**config.mk**
```make
export PLATFORM = sky130hd
export DESIGN_NAME = fc1004_io_ports
export DESIGN_NICKNAME = d
export VERILOG_FILES = /design/src/rtl/fc1004_pkg.sv /design/src/rtl/fc1004_io_port.sv /design/src/rtl/fc1004_io_ports.sv
export SDC_FILE = /design/constraint.sdc
export NUM_CORES = 1
export LEC_CHECK = 0
export ABC_AREA = 1
export CORE_AREA = 2 2 114 171
export DETAILED_ROUTE_END_ITERATION = 16
export DIE_AREA = 0 0 116 173
export GPL_TIMING_DRIVEN = 1
export PLACE_DENSITY = 0.43
export SLEW_MARGIN = 10
export SYNTH_ARGS = -nofsm -noshare
export SYNTH_HDL_FRONTEND = slang
export SYNTH_SLANG_ARGS = --single-unit
```
**constraint.sdc**
```tcl
create_clock -name MCLK -period 4.25 [get_ports MCLK]
set_input_delay 0.85 -clock MCLK [delete_from_list [all_inputs] [get_ports MCLK]]
set_output_delay 0.85 -clock MCLK [all_outputs]
set_load 0.05 [all_outputs]
```
**src/rtl/fc1004_pkg.sv**
```systemverilog
// FC1004 shared definitions: I/O register window indices,
// reset values and stub read values for the controller port block.
package fc1004_pkg;

    localparam logic [3:0] IO_REG_VERSION = 4'h0;
    localparam logic [3:0] IO_REG_DATA1   = 4'h1;
    localparam logic [3:0] IO_REG_DATA2   = 4'h2;
    localparam logic [3:0] IO_REG_DATA3   = 4'h3;
    localparam logic [3:0] IO_REG_CTRL1   = 4'h4;
    localparam logic [3:0] IO_REG_CTRL2   = 4'h5;
    localparam logic [3:0] IO_REG_CTRL3   = 4'h6;
    localparam logic [3:0] IO_REG_TXD1    = 4'h7;
    localparam logic [3:0] IO_REG_RXD1    = 4'h8;
    localparam logic [3:0] IO_REG_SCTRL1  = 4'h9;
    localparam logic [3:0] IO_REG_TXD2    = 4'hA;
    localparam logic [3:0] IO_REG_RXD2    = 4'hB;
    localparam logic [3:0] IO_REG_SCTRL2  = 4'hC;
    localparam logic [3:0] IO_REG_TXD3    = 4'hD;
    localparam logic [3:0] IO_REG_RXD3    = 4'hE;
    localparam logic [3:0] IO_REG_SCTRL3  = 4'hF;

    localparam logic [7:0] IO_DATA_RESET  = 8'h00;
    localparam logic [7:0] IO_CTRL_RESET  = 8'h00;
    localparam logic [7:0] IO_TXSTUB      = 8'hFF;
    localparam logic [7:0] IO_RXSTUB      = 8'h00;
    localparam logic [7:0] IO_SCTRLSTUB   = 8'h00;

    // Class of a register slot; serial slots are stubs
    typedef enum logic [2:0] {
        IO_KIND_VERSION,
        IO_KIND_DATA,
        IO_KIND_CTRL,
        IO_KIND_TX,
        IO_KIND_RX,
        IO_KIND_SCTRL
    } io_kind_e;

    function automatic io_kind_e io_reg_kind(input logic [3:0] addr);
        io_kind_e k;
        k = IO_KIND_SCTRL;
        unique case (addr)
            IO_REG_VERSION: k = IO_KIND_VERSION;
            IO_REG_DATA1,
            IO_REG_DATA2,
            IO_REG_DATA3:   k = IO_KIND_DATA;
            IO_REG_CTRL1,
            IO_REG_CTRL2,
            IO_REG_CTRL3:   k = IO_KIND_CTRL;
            IO_REG_TXD1,
            IO_REG_TXD2,
            IO_REG_TXD3:    k = IO_KIND_TX;
            IO_REG_RXD1,
            IO_REG_RXD2,
            IO_REG_RXD3:    k = IO_KIND_RX;
            default:        k = IO_KIND_SCTRL;
        endcase
        return k;
    endfunction

    // Fixed value returned by the unimplemented serial slots
    function automatic logic [7:0] io_stub_rdata(input io_kind_e k);
        logic [7:0] v;
        v = IO_SCTRLSTUB;
        if (k == IO_KIND_TX) begin
            v = IO_TXSTUB;
        end else if (k == IO_KIND_RX) begin
            v = IO_RXSTUB;
        end
        return v;
    endfunction

endpackage

```
**src/rtl/fc1004_io_port.sv**
```systemverilog
// FC1004 single controller port: data/ctrl registers, pin synchronizer,
// TH edge tracking, read-back mux and interrupt qualifier.
module fc1004_io_port
    import fc1004_pkg::*;
#(
    parameter int SYNC_LEN = 2
) (
    input  logic       clk,
    input  logic       reset,
    input  logic       data_we,
    input  logic       ctrl_we,
    input  logic [7:0] wdata,
    input  logic [6:0] pin_i,
    output logic [6:0] pin_o,
    output logic [6:0] pin_d,
    output logic [7:0] data_rd,
    output logic [7:0] ctrl_rd,
    output logic       irq
);

    logic [7:0] data_q, data_d;
    logic [7:0] ctrl_q, ctrl_d;
    logic [SYNC_LEN-1:0][6:0] sync_q, sync_d;
    logic th_prev_q, th_prev_d;
    logic [6:0] pin_s;

    // Register writes and synchronizer shift
    always_comb begin
        data_d    = data_we ? wdata : data_q;
        ctrl_d    = ctrl_we ? wdata : ctrl_q;
        sync_d    = {sync_q[SYNC_LEN-2:0], pin_i};
        th_prev_d = pin_s[6];
    end

    // State registers
    always_ff @(posedge clk or posedge reset) begin
        if (reset) begin
            data_q    <= IO_DATA_RESET;
            ctrl_q    <= IO_CTRL_RESET;
            sync_q    <= '0;
            th_prev_q <= 1'b0;
        end else begin
            data_q    <= data_d;
            ctrl_q    <= ctrl_d;
            sync_q    <= sync_d;
            th_prev_q <= th_prev_d;
        end
    end

    // Pin drive, read-back mux and armed TH falling-edge detect
    always_comb begin
        pin_s   = sync_q[SYNC_LEN-1];
        pin_o   = data_q[6:0];
        pin_d   = ctrl_q[6:0];
        data_rd = {data_q[7],
                   (data_q[6:0] & ctrl_q[6:0]) |
                   (pin_s & ~ctrl_q[6:0])};
        ctrl_rd = ctrl_q;
        irq     = ctrl_q[7] & ~ctrl_q[6] &
                  th_prev_q & ~pin_s[6];
    end

endmodule

```
**src/rtl/fc1004_io_ports.sv**
```systemverilog
// FC1004 I/O port block: $A10000-$A1001F register window, three
// controller ports, strap synchronizers and TH external interrupt.
module fc1004_io_ports
    import fc1004_pkg::*;
#(
    parameter logic [3:0] VERSION  = 4'h0,
    parameter int         SYNC_LEN = 2
) (
    input  logic       MCLK,
    input  logic       reset,
    input  logic [3:0] reg_addr,
    input  logic [7:0] reg_wdata,
    input  logic       reg_wr,
    input  logic       reg_rd,
    output logic [7:0] reg_rdata,
    input  logic [6:0] PA_i,
    input  logic [6:0] PB_i,
    input  logic [6:0] PC_i,
    output logic [6:0] PA_o,
    output logic [6:0] PB_o,
    output logic [6:0] PC_o,
    output logic [6:0] PA_d,
    output logic [6:0] PB_d,
    output logic [6:0] PC_d,
    input  logic       JAP_i,
    input  logic       NTSC,
    input  logic       DISK_i,
    output logic       ext_int
);

    logic [2:0] data_we;
    logic [2:0] ctrl_we;
    logic [2:0] port_irq;
    logic [7:0] data_rd [3];
    logic [7:0] ctrl_rd [3];

    logic [7:0] rdata_q, rdata_d;
    logic       ext_int_q, ext_int_d;
    logic [SYNC_LEN-1:0][2:0] strap_q, strap_d;
    logic [2:0] strap_s;
    logic [7:0] version;
    logic [7:0] rd_mux;

    fc1004_io_port #(.SYNC_LEN(SYNC_LEN)) u_port_a (
        .clk     (MCLK),
        .reset   (reset),
        .data_we (data_we[0]),
        .ctrl_we (ctrl_we[0]),
        .wdata   (reg_wdata),
        .pin_i   (PA_i),
        .pin_o   (PA_o),
        .pin_d   (PA_d),
        .data_rd (data_rd[0]),
        .ctrl_rd (ctrl_rd[0]),
        .irq     (port_irq[0])
    );

    fc1004_io_port #(.SYNC_LEN(SYNC_LEN)) u_port_b (
        .clk     (MCLK),
        .reset   (reset),
        .data_we (data_we[1]),
        .ctrl_we (ctrl_we[1]),
        .wdata   (reg_wdata),
        .pin_i   (PB_i),
        .pin_o   (PB_o),
        .pin_d   (PB_d),
        .data_rd (data_rd[1]),
        .ctrl_rd (ctrl_rd[1]),
        .irq     (port_irq[1])
    );

    fc1004_io_port #(.SYNC_LEN(SYNC_LEN)) u_port_c (
        .clk     (MCLK),
        .reset   (reset),
        .data_we (data_we[2]),
        .ctrl_we (ctrl_we[2]),
        .wdata   (reg_wdata),
        .pin_i   (PC_i),
        .pin_o   (PC_o),
        .pin_d   (PC_d),
        .data_rd (data_rd[2]),
        .ctrl_rd (ctrl_rd[2]),
        .irq     (port_irq[2])
    );

    // Write strobe decode; version and serial slots ignore writes
    always_comb begin
        data_we = '0;
        ctrl_we = '0;
        unique case (reg_addr)
            IO_REG_DATA1: data_we[0] = reg_wr;
            IO_REG_DATA2: data_we[1] = reg_wr;
            IO_REG_DATA3: data_we[2] = reg_wr;
            IO_REG_CTRL1: ctrl_we[0] = reg_wr;
            IO_REG_CTRL2: ctrl_we[1] = reg_wr;
            IO_REG_CTRL3: ctrl_we[2] = reg_wr;
            default: ;
        endcase
    end

    // Version byte from synchronized straps {JAP, NTSC, DISK}
    always_comb begin
        strap_d = {strap_q[SYNC_LEN-2:0],
                   {JAP_i, NTSC, DISK_i}};
        strap_s = strap_q[SYNC_LEN-1];
        version = {~strap_s[2], ~strap_s[1],
                   strap_s[0], 1'b0, VERSION};
    end

    // Read mux; data is captured only on a read strobe and then held
    always_comb begin
        rd_mux = io_stub_rdata(io_reg_kind(reg_addr));
        unique case (reg_addr)
            IO_REG_VERSION: rd_mux = version;
            IO_REG_DATA1:   rd_mux = data_rd[0];
            IO_REG_DATA2:   rd_mux = data_rd[1];
            IO_REG_DATA3:   rd_mux = data_rd[2];
            IO_REG_CTRL1:   rd_mux = ctrl_rd[0];
            IO_REG_CTRL2:   rd_mux = ctrl_rd[1];
            IO_REG_CTRL3:   rd_mux = ctrl_rd[2];
            default: ;
        endcase
        rdata_d   = reg_rd ? rd_mux : rdata_q;
        ext_int_d = |port_irq;
    end

    // Read data, interrupt pulse and strap synchronizer registers
    always_ff @(posedge MCLK or posedge reset) begin
        if (reset) begin
            rdata_q   <= 8'h00;
            ext_int_q <= 1'b0;
            strap_q   <= '0;
        end else begin
            rdata_q   <= rdata_d;
            ext_int_q <= ext_int_d;
            strap_q   <= strap_d;
        end
    end

    assign reg_rdata = rdata_q;
    assign ext_int   = ext_int_q;

endmodule

```
==> flow_summary.yaml, run 1 <==
synth:
  synth_most_common_cell: "nand2_1"
  synth.area.top_cells: "dfrtp_1, nand2_1, o21ai_0"
  synth-edff-count: 0
  avgSynthCellArea_um2: 9.424
  yosys_warnings: 0
  yosysSeqAreaShare: 0.5937
  synth_top_area_frac: 0.5937
  yosys.area.top_type: "dfrtp_1"
  synth_cells: 483
  ys_async_sr_fraction: 1.000
  syn_area_um2: 4552
  ys_types: 22
  ys_ff_latch: 108
  synth_common_cells: "nand2_1, dfrtp_1, inv_1, o21ai_0, nor2_1"
  syn-num-nets: 527
  ys.flop_type: "dfrtp_1"
die:
  die_w_um: 116
  core_region_area_um2: 18470
  fp-row-count: 61
  die_area_um2: 20070
  io_pins: 91
  initial_core_util: 0.2464
  fp.dieH_um: 173
setup_path:
  cp-end-kind: "flip-flop"
  start_kind: "input pin"
  path_max_fanout: 13
  r2r_slack_ns: 3.01
  r2r-start: "u_port_b.ctrl_rd[4]$_DFFE_PP0P_"
  timing.rr.end: "reg_rdata[4]$_DFFE_PP0P_"
  crit_arrival_ns: 2.84
  path_class: "input pin to flip-flop"
  required_ns: 4.52
  reg2reg_depth: 7
clocking:
  clk_pin_slew_ns: 0.07
  clk_root_buffer_cell: "clkbuf_16"
  cts_sinks: 108
  numCtsBuffers: 9
  htreeDepth: 3
  cts_tree: "yes"
  cts_max_path_buffers: 2
  clkLatencyLatePin_ns: 0.34
  hold_buffers: 0
  cts_setup_buffers: 0
  post_cts_resized: 0
finish:
  fillCellCount: 1981
  finalNonFillerCells: 813
  antenna_cells: 0
  multi_input_area_um2: 1431
  drive_gt1_frac: 0.07308
  fin_nets: 600
  area_growth_syn_to_layout_pct: 28.17
  regArea_um2: 2703
hold_path:
  worstHoldPathType: "flip-flop to flip-flop"
  min_path_cells: 0
  holdPathEnd: "u_port_b.pin_s[4]$_DFF_PP0_"
  min_from: "u_port_b.sync_d[11]$_DFF_PP0_"
detailed_routing:
  drcViolationCount: 0
  route.met3.wl_um: 542
  ant_nets: 0
  drt_iter0_drc: 159
  wl_met1_um: 4890
  vias_per_cell: 4.053
  drt-pass1-iter-count: 4
  wl_per_cell_um: 15.16
  top_layer: "met4"
  wl_met2_um: 6605
  vias: 3295
  wl_um: 12320
place:
  place_inst: 797
  dpl.hpwl_um: 9213
  gp_congestion: 0.8038
  portBuffers: 90
timing:
  fin_skew_ns: 0.008224
  fin_setup_tns_ns: 0
  finalCriticalPeriod_ns: 2.569
  finalSetupViolCount: 0
  fin_crit_sh: 0.6045
  maxSlewViolCount: 0
  rsz0062_at_grt: "false"
  slew_headroom: 0.4022
  clock.fmax_mhz: 389.2
  fin_hold_ws_ns: 0.3489
  hold_viol: 0
  worst_pin_slew_ns: 0.8967
grt:
  grt_pass1_wl_um: 19150
  grt.total_usage: 0.1274
  grt_overflow: 0
  grt_antenna_before_repair: 0
  grt_max_degree: 70
  grt_pass1_vias: 3392
pwr:
  fin_total_pwr_uw: 2879
  power_switching_uw: 1026
  p_clk_frac: 0.276
  p_per_area_nw_per_um2: 493.5
  combPwrFrac: 0.279
  peakVddDrop_mv: 0.1893
  leakagePower_uw: 0.002780
  power.share.switching: 0.3564
  seq_power_share: 0.445
  p_int_uw: 1853
run:
  maxCapViolCount: 0
status:
  status: "finished clean"
cell type report:
class                   count  share of cell area
inverters                  46             0.03002
clock inverters             3            0.003646
multi-input cells         299              0.2453
repair buffers             92              0.1591
flip-flops and latches    108              0.4632
well taps                 252             0.05404
clock buffers              13             0.04461
critical path, cell delays in order:
cell,delay [ns]
clkdlybuf4s50_1,0.51
inv_1,0.08
ha_1,0.40
nand2_1,0.16
nand2_1,0.06
o21ai_0,0.23
nand3_1,0.17
nand2_2,0.20
nor2_1,0.06
nor2_1,0.11
cell usage in the layout, fill, tap and decap left out:
cell | synthesis | routed
nand2_1 | 152 | 152
dfrtp_1 | 108 | 108
clkdlybuf4s50_1 | 0 | 90
o21ai_0 | 43 | 43
inv_1 | 43 | 42
nor2_1 | 41 | 41
nand3_1 | 19 | 19
o21ai_1 | 16 | 16
clkbuf_16 | 0 | 9
o21ai_2 | 8 | 8
nand2_4 | 6 | 6
ha_1 | 4 | 4
inv_2 | 3 | 3
nor2_8 | 3 | 3
nor2_4 | 2 | 2
clkbuf_1 | 1 | 2
clkbuf_8 | 0 | 2
nand3_4 | 1 | 1
nand4_1 | 1 | 1
o221ai_1 | 1 | 1
inv_4 | 0 | 1
nand2_2 | 1 | 1
nand3b_1 | 1 | 1
clkinv_2 | 0 | 1
clkinv_4 | 0 | 1
clkinvlp_4 | 0 | 1
buf_4 | 21 | 1
buf_12 | 0 | 1
routing by layer:
metal	global-route usage	vias up
met5	0	-
met4	0.04266	0
met3	0.02594	16
met2	0.2300	81
met1	0.1470	1567
li1	-	1631
registers in the layout (all words and copies together), names as in the netlist:
register / count
reg_rdata: 8
u_port_a.data_q: 8
strap_s: 3
strap_d: 3
u_port_b.data_q: 8
u_port_b.sync_d: 7
u_port_a.pin_s: 7
ext_int: 1
u_port_c.data_q: 8
u_port_a.sync_d: 7
u_port_c.pin_s: 7
u_port_c.sync_d: 7
u_port_b.th_prev_q: 1
u_port_a.th_prev_q: 1
u_port_c.ctrl_rd: 8
u_port_b.pin_s: 7
u_port_a.ctrl_rd: 8
u_port_b.ctrl_rd: 8
u_port_c.th_prev_q: 1
logic make-up after synthesis:
kind of cell / Yosys count / synth area share
compound gates: 68 / 0.08219
fa+ha+maj: 4 / 0.01100
buf+inv: 76 / 0.09181
flops: 108 / 0.5937
simple gates: 227 / 0.2213
power by group through the flow:
stage	clock [uW]	sequential, uW	combinational [uW]
after detailed placement	0	1300	815
after global placement	0	1300	809
final	795	1280	803
after global routing	861	1300	860
after floorplan	0	1440	399
after CTS	823	1280	818
through the flow:
stage | setup WS [ns] | util | area [um2]
after global placement | 1.433 | 0.3006 | 5553
after global routing | 1.501 | 0.3159 | 5834
after floorplan | 0.5544 | - | 4552
after detailed placement | 1.352 | 0.3006 | 5553
final | 1.681 | 0.3159 | 5834
after CTS | 1.711 | 0.3159 | 5834
worst max path at each step:
stage,slack [ns],from,endpoint,cells past startpoint
final,1.68,reg_addr[0],reg_rdata[4]$_DFFE_PP0P_,10
after global routing,1.50,reg_addr[0],reg_rdata[0]$_DFFE_PP0P_,11
after CTS,1.71,u_port_b.ctrl_rd[2]$_DFFE_PP0P_,PB_d[2],1
after detailed placement,1.35,reg_addr[0],u_port_b.data_q[0]$_DFFE_PP0P_,8
after global placement,1.43,reg_addr[0],u_port_b.data_q[1]$_DFFE_PP0P_,8
after floorplan,0.55,reset,ext_int$_DFF_PP0_,1
Note: power is estimated with default switching activity, not from simulation.
==> run 2: changes to the inputs <==
--- a/config.mk
+++ b/config.mk
@@ -10,7 +10,7 @@
 export DETAILED_ROUTE_END_ITERATION = 16
 export DIE_AREA = 0 0 116 173
 export GPL_TIMING_DRIVEN = 1
-export PLACE_DENSITY = 0.43
+export PLACE_DENSITY = 0.44
 export SLEW_MARGIN = 10
 export SYNTH_ARGS = -nofsm -noshare
 export SYNTH_HDL_FRONTEND = slang
==> constraint.sdc (replaced) <==
create_clock -name MCLK -period 2.3 [get_ports MCLK]
set_input_delay 0.46 -clock MCLK [delete_from_list [all_inputs] [get_ports MCLK]]
set_output_delay 0.46 -clock MCLK [all_outputs]
set_load 0.05 [all_outputs]
==> run 2 against run 1 <==
- worst hold slack got worse by 0.0034 ns
- non-clock buffer count rose by 5
- wire length fell by 0.28%
- cell count rose by 0.62%
- setup slack got worse by 1.5 ns
==> flow_summary.yaml, run 2 (synthesis gave the netlist of run 1 again) <==
status:
  status: "finished clean"
finish:
  antenna_cells: 0
  drive_gt1_frac: 0.08481
  layout_common_cells: "nand2_1, dfrtp_1, clkdlybuf4s50_1, o21ai_0, inv_1"
  area_growth_syn_to_layout_pct: 30.51
  multi_input_area_um2: 1431
  fillCellCount: 1979
  fin_nets: 605
  final_common_cell: "nand2_1"
  finalNonFillerCells: 818
  regArea_um2: 2703
setup_path:
  path_buf_inv: 1
  crit_path_cell_trace: "clkdlybuf4s50_1"
  worst_path_largest_cell_delay_ns: 0.85
  reg2reg_depth: 7
  timing.rr.end: "reg_rdata[4]$_DFFE_PP0P_"
  path_max_fanout: 5
  slowest_stage: "clkdlybuf4s50_1"
  critPathLaunch: "u_port_b.ctrl_rd[4]$_DFFE_PP0P_"
  crit_arrival_ns: 1.65
  critical_path.top_delay_family: "buffers and inverters"
  cp-end-kind: "output pin"
  r2r-start: "u_port_b.ctrl_rd[4]$_DFFE_PP0P_"
  start_kind: "flip-flop"
  required_ns: 1.84
  path_class: "flip-flop to output pin"
  r2r_slack_ns: 1.06
die:
  die_w_um: 116
  die_area_um2: 20070
  fp.dieH_um: 173
  io_pins: 91
  initial_core_util: 0.2464
  core_region_area_um2: 18470
  fp-row-count: 61
clocking:
  clk_pin_slew_ns: 0.07
  htreeDepth: 3
  cts_setup_buffers: 0
  clkLatencyLatePin_ns: 0.34
  cts_tree: "yes"
  cts_max_path_buffers: 2
  numCtsBuffers: 9
  hold_buffers: 0
  post_cts_resized: 0
  clk_root_buffer_cell: "clkbuf_16"
  cts_sinks: 108
timing:
  clock.fmax_mhz: 474.5
  finalCriticalPeriod_ns: 2.107
  maxSlewViolCount: 0
  fin_setup_tns_ns: 0
  rsz0062_at_grt: "false"
  slew_headroom: 0.6358
  worst_pin_slew_ns: 0.5447
  finalSetupViolCount: 0
  hold_viol: 0
  fin_skew_ns: 0.005689
  fin_crit_sh: 0.9163
grt:
  grt_overflow: 0
  grt.total_usage: 0.1278
  grt_antenna_before_repair: 0
  grt_pass1_wl_um: 19380
  grt_max_degree: 62
  grt_pass1_vias: 3610
place:
  place_inst: 802
  gp_congestion: 0.9140
  dpl.hpwl_um: 9318
  portBuffers: 90
pwr:
  fin_total_pwr_uw: 5573
  leakagePower_uw: 0.002827
  peakVddDrop_mv: 0.3466
  p_per_area_nw_per_um2: 938.2
hold_path:
  holdPathEnd: "u_port_c.pin_s[3]$_DFF_PP0_"
  worstHoldPathType: "flip-flop to flip-flop"
  min_path_cells: 0
  min_from: "u_port_c.sync_d[10]$_DFF_PP0_"
detailed_routing:
  vias_per_cell: 4.084
  drt-pass1-iter-count: 4
  drt_iter0_drc: 209
  wl_per_cell_um: 15.02
  wl_um: 12290
  vias: 3341
  ant_nets: 0
  drcViolationCount: 0
run:
  maxCapViolCount: 0
==> run 2: power breakdown <==
part	switching (uW)	internal (uW)
Clock	696	1020
Combinational	999	501
Sequential	225	2140
Total	1920	3650
==> run 2: area by class of cell <==
type,instances,share of cell area
Clock buffer,11,0.04254
Sequential cell,108,0.4549
Tap cell,252,0.05307
Multi-Input combinational cell,299,0.2409
Inverter,46,0.02970
Clock inverter,5,0.01411
Timing Repair Buffer,97,0.1647
==> run 2: metal layers <==
layer  share of wire  wire (um)  up-vias  track usage
li1                -          -     1635            -
met1            0.39       4816     1594       0.1430
met5               0          0        -            0
met2            0.54       6695       93       0.2361
met3           0.040        486       19      0.02278
met4           0.023        288        0      0.04712
==> run 2: worst max path at each step <==
stage / slack (ns) / cells past startpoint / end
finish: 0.19 / 1 / PB_d[4]
detailed placement: 0.04 / 10 / reg_rdata[3]$_DFFE_PP0P_
CTS: 0.16 / 1 / PB_d[4]
global placement: 0.06 / 11 / reg_rdata[3]$_DFFE_PP0P_
global route: 0.14 / 1 / PA_d[4]
floorplan: 0.54 / 1 / ext_int$_DFF_PP0_
==> run 2: stage by stage <==
stage | setup WS (ns) | utilization | hold WS [ns] | instance area, um2
after floorplan | 0.5385 | - | 0.3312 | 4556
after global placement | 0.06316 | 0.3034 | 0.3315 | 5604
after detailed placement | 0.04094 | 0.3034 | 0.3347 | 5604
after CTS | 0.1600 | 0.3216 | 0.3482 | 5941
after global routing | 0.1368 | 0.3216 | 0.3511 | 5941
final | 0.1926 | 0.3216 | 0.3455 | 5941
